===== config.mk =====
export PLATFORM = sky130hd
export DESIGN_NAME = mcp_rx_buf
export DESIGN_NICKNAME = d
export VERILOG_FILES = /design/src/rtl/mcp_rx_buf.sv
export SDC_FILE = /design/constraint.sdc
export NUM_CORES = 1
export LEC_CHECK = 0
export CAP_MARGIN = 10
export CORE_MARGIN = 2
export CORE_UTILIZATION = 40
export DETAILED_ROUTE_END_ITERATION = 7
export PLACE_DENSITY = 0.72
export SKIP_CTS_REPAIR_TIMING = 1
export SYNTH_ARGS = -nofsm -noshare
export SYNTH_HDL_FRONTEND = slang
export SYNTH_SLANG_ARGS = --single-unit

===== constraint.sdc =====
create_clock -name bclk -period 3.75 [get_ports bclk]
set_clock_uncertainty 0.1 [all_clocks]
set_input_delay 0.375 -clock bclk [delete_from_list [all_inputs] [get_ports bclk]]
set_output_delay 0.375 -clock bclk [all_outputs]
set_load 0.02 [all_outputs]

===== src/rtl/mcp_rx_buf.sv =====
// Receive-side buffer behind mcp_blk: acknowledges each bvalid word with bload, stores it in a
// first-word-fall-through FIFO, and keeps a word count and modular checksum for link monitoring.
module mcp_rx_buf #(
  parameter int unsigned DW    = 8,
  parameter int unsigned DEPTH = 4
) (
  input  logic                     bclk,
  input  logic                     brst,
  input  logic                     sclr,
  input  logic                     bvalid,
  input  logic [DW-1:0]            bdata,
  output logic                     bload,
  output logic [DW-1:0]            dout,
  output logic                     dvalid,
  input  logic                     dready,
  output logic [$clog2(DEPTH):0]   level,
  output logic [15:0]              byte_cnt,
  output logic [DW-1:0]            csum
);

  localparam int unsigned AW = $clog2(DEPTH);
  localparam int unsigned LW = AW + 1;
  localparam logic [LW-1:0] LevelFull = LW'(DEPTH);

  logic [DW-1:0] mem_q [DEPTH];
  logic [AW-1:0] wr_ptr_q;
  logic [AW-1:0] rd_ptr_q;
  logic [LW-1:0] level_q;
  logic [15:0]   byte_cnt_q;
  logic [DW-1:0] csum_q;

  logic full;
  logic push;
  logic pop;

  assign full   = (level_q == LevelFull);
  assign dvalid = (level_q != '0);

  // brst is in the bload term so the acknowledge drops the instant reset asserts.
  assign bload  = bvalid && !full && !sclr && !brst;
  assign push   = bload;
  assign pop    = dvalid && dready && !sclr;

  assign dout     = mem_q[rd_ptr_q];
  assign level    = level_q;
  assign byte_cnt = byte_cnt_q;
  assign csum     = csum_q;

  always_ff @(posedge bclk or posedge brst) begin
    if (brst) begin
      wr_ptr_q   <= '0;
      rd_ptr_q   <= '0;
      level_q    <= '0;
      byte_cnt_q <= '0;
      csum_q     <= '0;
      for (int i = 0; i < DEPTH; i++) begin
        mem_q[i] <= '0;
      end
    end else if (sclr) begin
      wr_ptr_q   <= '0;
      rd_ptr_q   <= '0;
      level_q    <= '0;
      byte_cnt_q <= '0;
      csum_q     <= '0;
    end else begin
      if (push) begin
        mem_q[wr_ptr_q] <= bdata;
        wr_ptr_q        <= wr_ptr_q + 1'b1;
        byte_cnt_q      <= byte_cnt_q + 16'd1;
        csum_q          <= csum_q + bdata;
      end
      if (pop) begin
        rd_ptr_q <= rd_ptr_q + 1'b1;
      end
      case ({push, pop})
        2'b10:   level_q <= level_q + 1'b1;
        2'b01:   level_q <= level_q - 1'b1;
        default: level_q <= level_q;
      endcase
    end
  end

endmodule


# Word level (Yosys, flattened, before mapping)
# Index checks and enable logic that the tools add are counted.
dict set report word_totals {
  reg_bits 63
  latch_bits 0
  mem_bits_rw 0
  romBits 0
  inputBits 13
  output_inout_bits 37
  wordCells 54
  n_memories 0
}
dict set report op_classes {
  n_addsub 6
  mul 0
  n_div 0
  magnitude_cmp 3
  eq_ne 3
  shifts 0
  n_mux 16
  n_bitwise 3
  reduce_logical 14
}
# cell n
set op_table {}
lappend op_table {{$mux W8} 5}
lappend op_table {{$bwmux W32} 1}
lappend op_table {{$mux W16} 2}
lappend op_table {{$add A16 B1 Y16 const B} 1}
lappend op_table {{$bmux W8 S2} 1}
lappend op_table {{$demux W8 S2} 1}
lappend op_table {{$add A8 B8 Y8} 1}
lappend op_table {{$mux W2} 4}
lappend op_table {{$ge A3 B3 Y1 const B} 2}
lappend op_table {{$logic_and A1 B1 Y1} 6}
lappend op_table {{$not A2 Y3} 2}
lappend op_table {{$pmux W3 S2} 1}
lappend op_table {{$reduce_bool A3 Y1} 2}
lappend op_table {{$add A2 B1 Y2 const B} 2}
lappend op_table {{$reduce_bool A2 Y1} 2}
lappend op_table {{$add A3 B1 Y3 const B} 1}
lappend op_table {{$eq A3 B3 Y1 const B} 1}
lappend op_table {{$logic_not A1 Y1} 3}
lappend op_table {{$lt A3 B1 Y1 const B} 1}
lappend op_table {{$mux W3} 1}
lappend op_table {{$sub A3 B1 Y3 const B} 1}
lappend op_table {{$eq A2 B1 Y1 const B} 1}
lappend op_table {{$eq A2 B2 Y1 const B} 1}
lappend op_table {{$reduce_and A2 Y1} 1}
lappend op_table {{$not A1 Y1} 1}

# Longest topological paths before layout
# Gate-level depths: netlist (run 1).
dict set report logic_depth {
  ltp_word 8
  depth_mapped 8
  depth_no_buf 8
}

# Worst setup path before layout (run 1)
# OpenSTA, ideal clock, no wires.
dict set report synth_timing {
  path_kind {reg2reg}
  start {register level_q[0] (netlist: level[0])}
  end {register level_q[2] (netlist: level[2])}
  setup_time_ps 132
  arrival_ps 1847
  required_ps 3518
  slack_ps 1671
  path_stages_with_launch 8
  n_path_buf 0
  synth_period_minus_slack_ps 2079
  path_cell_list {dfrtp_1 o31a_1 o21ai_0 nor2_1 fa_1 o21ai_0 xnor2_1 nor2_1}
}
dict set report synth_between {
  elab_chain_cells 8
  word_cells_on_any_way 15
  cone_classes {add/sub: 2; eq/ne: 3; mux: 2; reduce/logical: 8}
}
# item line
set synth_rtl {}
lappend synth_rtl {{from (decl)} 28} ;# logic [LW-1:0] level_q;
lappend synth_rtl {{from (signal assigned)} 76} ;# 2'b10: level_q <= level_q + 1'b1;
lappend synth_rtl {{from (signal assigned)} 77} ;# 2'b01: level_q <= level_q - 1'b1;
lappend synth_rtl {{from (signal assigned)} 78} ;# default: level_q <= level_q;
lappend synth_rtl {{$eq A3 B3 Y1} 36} ;# assign full = (level_q == LevelFull);
lappend synth_rtl {{$logic_not A1 Y1} 40} ;# assign bload = bvalid && !full && !sclr && !brst;
lappend synth_rtl {{$logic_and A1 B1 Y1 (3 in series)} 40}
lappend synth_rtl {{$eq A2 B1 Y1 / $eq A2 B2 Y1 (equally long branches)} 75} ;# case ({push, pop})
lappend synth_rtl {{$pmux W3 S2} 75}
lappend synth_rtl {{$mux W3} 59} ;# end else if (sclr) begin
# Several ways; a longest one is shown, not always the timed one.
# A chain may end at the register's enable or synchronous reset.

# Final worst setup path (run 1)
dict set report layout_timing {
  start {register rd_ptr_q[0]}
  end {output dout[2]}
}
dict set report layout_between {
  elab_chain_cells 4
}
# item line
set layout_rtl {}
lappend layout_rtl {{from (decl)} 27} ;# logic [AW-1:0] rd_ptr_q;
lappend layout_rtl {{from (signal assigned)} 73} ;# rd_ptr_q <= rd_ptr_q + 1'b1;
lappend layout_rtl {{$not A2 Y3 (implied by the code)} 44} ;# assign dout = mem_q[rd_ptr_q];
lappend layout_rtl {{$bmux W8 S2} 44}
lappend layout_rtl {{$mux W8 (implied by the code) (2 in series)} 44}
lappend layout_rtl {{to (decl)} 13} ;# output logic [DW-1:0] dout,
# Every way passes these cells. The select of a mux whose other input is x is not followed.

==> results of run 1 <==
-- worst paths after layout --
| kind | from | endpoint | depth (start not counted) |
|---|---|---|---|
| worst max-delay path | rd_ptr_q[0] | dout[2] | 2 |
| worst min-delay path | brst | csum[6] | 2 |
| worst max register to register | level[0] | level[2] | 7 |
| worst min register to register | mem_q[5] | mem_q[5] | 1 |
| max in group asynchronous | brst | rd_ptr_q[1] | 3 |
| min in group bclk | mem_q[5] | mem_q[5] | 1 |
-- synth_stat cells, types with 5 or more instances --
cell type and count:
xnor2_1 13, dfrtp_1 63, a21oi_1 9, nor3_1 7, nand4_1 8, ha_1 12, nor2_1 27, o21ai_0 5
inv_1 5, mux2_4 32, xor2_1 10, nand2_1 21, mux4_2 8
-- power groups by stage --
| stage | clock network, mW | registers, mW | logic, mW |
|---|---|---|---|
| 2_1_floorplan | 0 | 0.933 | 0.603 |
| 3_3_place_gp | 0 | 0.954 | 0.870 |
| 3_5_place_dp | 0 | 0.962 | 0.887 |
| 4_1_cts | 0.668 | 0.952 | 0.890 |
| 5_1_grt | 0.700 | 0.971 | 0.944 |
| 6_report | 0.655 | 0.948 | 0.879 |
-- per-stage QoR --
step                util, %  setup WS (ns)
floorplan                 -           1.67
global placement       48.5           1.13
detailed placement     48.5           1.04
CTS                    51.2          0.999
global route           51.2          0.938
finish                 51.2           1.08
-- cells by family after synthesis --
| family | synth area share, % |
|---|---|
| buf+inv | 3.17 |
| flops | 45.9 |
| mux | 19.5 |
| simple gates | 13.7 |
| fa+ha+maj | 5.53 |
| xor+xnor | 6.33 |
| compound gates | 5.86 |
-- metal layers --
| metal | vias to the layer above | wire length [µm] | share of wire, % |
|---|---|---|---|
| met3 | 10 | 306 | 4.4 |
| met5 | - | 0 | 0 |
| met2 | 44 | 3230 | 46 |
| met1 | 1137 | 3380 | 48 |
| met4 | 0 | 97 | 1.4 |
| li1 | 1104 | - | - |
-- worst max-delay path, delay by kind of cell (launching register included) --
kind / cells / cell delay, ns
flops: 1 / 0.71
mux: 1 / 0.59
buf+inv: 1 / 0.55
-- registers in the layout, indices dropped and copies added, names as in the netlist --
register  flops
wr_ptr_q      2
byte_cnt     16
csum          8
mem_q        32
level         3
rd_ptr_q      2
-- final cells by class --
cell class / count / area, µm²
Tap cell: 105 / 131
Sequential cell: 63 / 1580
Clock inverter: 7 / 97.6
Inverter: 6 / 27.5
Clock buffer: 9 / 124
Fill cell: 730 / 4030
Multi-Input combinational cell: 199 / 1750
Timing Repair Buffer: 53 / 520
==> flow_summary.yaml, run 1 <==
routing:
  drtAntennaViolNets: 0
  first_pass_iters: 5
  vias: 2295
  via_per_inst: 5.19
  initialDrtViolationCount: 153
  post_drt_wl_per_cell_um: 15.9
  wl_mm: 7.01
  post-route-drc-count: 0
status:
  status: "finished clean"
clock_tree:
  cts_root_buffer: "clkbuf_8"
  clk_path_buf_depth: 2
  cts-htree-levels: 3
  cts_inserted_buffers: 9
  clock_latency_ns: 0.34
  cts_sinks: 63
  cts_tree: "yes"
  path_clk_slew_ns: 0.07
timing:
  slew-limit-headroom_pct: 43.0
  maxSlewViolCount: 0
  grt_setup_unrepaired: "no"
  period_share_pct: 71.2
  setup_viol: 0
  tightest_slew_ns: 0.852
  finalSetupTns_ns: 0
  fmax_mhz: 374
  hold_viol: 0
  min_period_ns: 2.67
  fin_hold_ws_ns: 0.323
placed_design:
  hpwl_mm: 4.97
  io_buffers: 49
  placed_cell_area_um2: 4010
  place_congestion: 0.803
  dp_cells: 426
synthesis:
  yosys.area.top_type_share_pct: 45.9
  synth.ff_latch_count: 63
  ys_warn_count: 0
  synth_area_um2: 3440
  syn_inst: 280
  ys_types: 46
  synthFlopType: "dfrtp_1"
  syn_nets: 307
  synth_edf_count: 0
  synth.area.top_cells: "dfrtp_1, mux2_4, mux4_2"
  ys_seq_area_share_pct: 45.9
  async_flop_share_pct: 100
  syn_avg_cell_area_um2: 12.3
  yosys.area.top_type: "dfrtp_1"
global_routing:
  grt_usage_pct: 15.9
  grt_max_degree: 33
  grt_pass1_vias: 2307
  grtUsageMet2_pct: 23.6
  gr-max-usage-layer: "met2"
  grt_antenna_before_repair: 0
  grtUsageMet3_pct: 5.06
  use_met1_pct: 22.4
  grt_pass1_wl_mm: 11.9
  gr-total-overflow: 0
finish:
  final_cell_mix: "dfrtp_1, clkdlybuf4s50_1, mux2_4"
  final_common_cell: "dfrtp_1"
  layout-drive-gt1-share_pct: 21.1
  num_antenna_cells: 0
  final_cells: 442
  final_area_um2: 4230
  nets: 359
  syn_to_final_growth_pct: 23.0
pwr:
  ir_drop_v: 0.000206
  power_density_nw_per_um2: 587
  power.total_mw: 2.48
  leakage_nw: 1.83
  switching_power_mw: 0.780
  p_sw_share_pct: 31.4
  combPwrFrac_pct: 35.4
  p_clk_share_pct: 26.4
  internal-power_mw: 1.70
  seq_power_share_pct: 38.2
setup_path:
  crit_fanout: 10
  cp-end-kind: "output port"
  worst_path_max_delay_cell: "dfrtp_1"
  rrSetupSlack_ns: 1.61
  crit_path_max_incr_delay_ns: 0.71
  crit_path_start_kind: "register"
  cp.required_ns: 3.27
  worstPathArrival_ns: 2.20
  critical_path_class: "reg -> out"
  crit_chain: "mux4_2, clkdlybuf4s50_1"
floorplanning:
  die_x_um: 96.7
  die_h_um: 96.7
  initial_core_util_pct: 41.6
  dieArea_um2: 9350
  io-pin-count: 50
  core_area_um2: 8260
  num_rows: 33
job:
  maxCapViolCount: 0
hold_path:
  worstHoldPathType: "in -> async"
(Power assumes the default switching activity.)
==> inputs of run 2 (changes only) <==
PLACE_DENSITY = 0.74   (was 0.72)
clock period = 2.3 ns   (was 3.75 ns; I/O delays follow)
==> run 2 against run 1 <==
Critical path depth rose by 1. Via count increased by 5.7%. Highest routed layer unchanged. Critical endpoint is now dout[6]. Non-clock buffer count increased by 20. Clock power increased by 53%.
==> flow_summary.yaml, run 2 (synthesis gave the netlist of run 1 again) <==
floorplanning:
  io-pin-count: 50
  initial_core_util_pct: 41.6
  num_rows: 33
  die_h_um: 96.7
  dieArea_um2: 9350
  core_area_um2: 8260
  die_x_um: 96.7
finish:
  fill_cells: 715
  nets: 379
  final_cell_mix: "dfrtp_1, clkdlybuf4s50_1, mux2_4"
  final_area_um2: 4390
  syn_to_final_growth_pct: 27.8
  final_common_cell: "dfrtp_1"
  layout-drive-gt1-share_pct: 25.8
  final_cells: 462
  largest_register: "mem_q"
  largest_reg_flops: 32
  num_antenna_cells: 0
routing:
  via_per_inst: 5.25
  post-route-drc-count: 0
  drtAntennaViolNets: 0
  initialDrtViolationCount: 91
  wl_mm: 7.34
  vias: 2425
  first_pass_iters: 4
  post_drt_wl_per_cell_um: 15.9
pwr:
  ir_drop_v: 0.000303
  power_density_nw_per_um2: 922
  power.total_mw: 4.05
  leakage_nw: 2.01
clock_tree:
  cts-htree-levels: 3
  cts_tree: "yes"
  clk_path_buf_depth: 2
  cts_inserted_buffers: 9
  cts_root_buffer: "clkbuf_8"
  cts_sinks: 63
  path_clk_slew_ns: 0.08
  clock_latency_ns: 0.35
status:
  status: "finished clean"
placed_design:
  dp_cells: 446
  hpwl_mm: 5.20
  place_ws_ns: -0.151
  io_buffers: 49
  place_congestion: 0.885
  placed_cell_area_um2: 4170
timing:
  finalSetupTns_ns: 0
  hold_viol: 0
  min_period_ns: 2.18
  fmax_mhz: 459
  setup_viol: 0
  grt_setup_unrepaired: "no"
  slew-limit-headroom_pct: 74.6
  layout_setup_ws_ns: 0.124
  tightest_slew_ns: 0.380
  maxSlewViolCount: 0
  period_share_pct: 94.6
global_routing:
  grt_usage_pct: 16.7
  gr-total-overflow: 0
  grt_pass1_vias: 2494
  grt_max_degree: 64
  grt_antenna_before_repair: 0
  grt_pass1_wl_mm: 12.5
setup_path:
  crit_path_start: "rd_ptr_q[0]"
  cp.required_ns: 1.97
  critical_path_class: "reg -> out"
  crit_path_start_kind: "register"
  crit_fanout: 5
  cp-end-kind: "output port"
  worstPathArrival_ns: 1.85
  r2r_start: "csum[0]"
hold_path:
  worstHoldPathType: "in -> async"
job:
  maxCapViolCount: 0
run 2: cell types whose count changed in the layout (fill, tap and decap cells not counted), sizes merged:
cell	before	now
bufinv	2	1
dlymetal6s2s	0	8
buf	4	24
clkinvlp	2	1
inv	6	9
clkdlybuf4s50	49	41
clkinv	3	2
run 2: path summary, 6_finish.rpt:
check,end,slack [ns],depth (start not counted)
max,dout[6],0.12,3
min,byte_cnt[14],0.20,3
max reg2reg,csum[6],0.26,7
min reg2reg,mem_q[7],0.41,1
max in group asynchronous,csum[1],1.62,3
min in group bclk,mem_q[7],0.41,1
run 2: power breakdown:
group / switching (mW) / internal, mW / total, mW
logic: 0.655 / 0.876 / 1.53
registers: 0.183 / 1.33 / 1.51
clock network: 0.493 / 0.511 / 1.00
total: 1.33 / 2.72 / 4.05
run 2: layout make-up:
class                           count  area (µm²)  share of cell area (%)
Sequential cell                    63        1580                    35.9
Inverter                            6        27.5                   0.627
Timing Repair Buffer               73         703                    16.0
Clock buffer                        9         124                    2.82
Tap cell                          105         131                    2.99
Multi-Input combinational cell    199        1750                    39.9
Clock inverter                      7        77.6                    1.77
run 2: worst max-delay path: stages, from the launching register on:
cell,delay (ns)
dfrtp_1,0.43
buf_4,0.20
mux4_2,0.32
clkdlybuf4s50_1,0.55
run 2: metal layers:
metal / wire [µm] / global-route usage, %
met4: 76 / 6.28
met3: 352 / 5.13
met2: 3440 / 25.5
met5: 0 / 0
met1: 3470 / 22.6
run 2: per-stage QoR:
step	util (%)	hold WS, ns
2_1_floorplan	-	0.278
4_1_cts	52.9	0.218
5_1_grt	53.2	0.219
3_3_place_gp	50.5	0.388
6_report	53.2	0.201
3_5_place_dp	50.5	0.393
==> inputs of run 3 (changes only) <==
ABC_CLOCK_PERIOD_IN_PS = 2300   (was default)
==> results of run 3 <==
No change in the layout: final DEF, timing and power equal those of run 2.
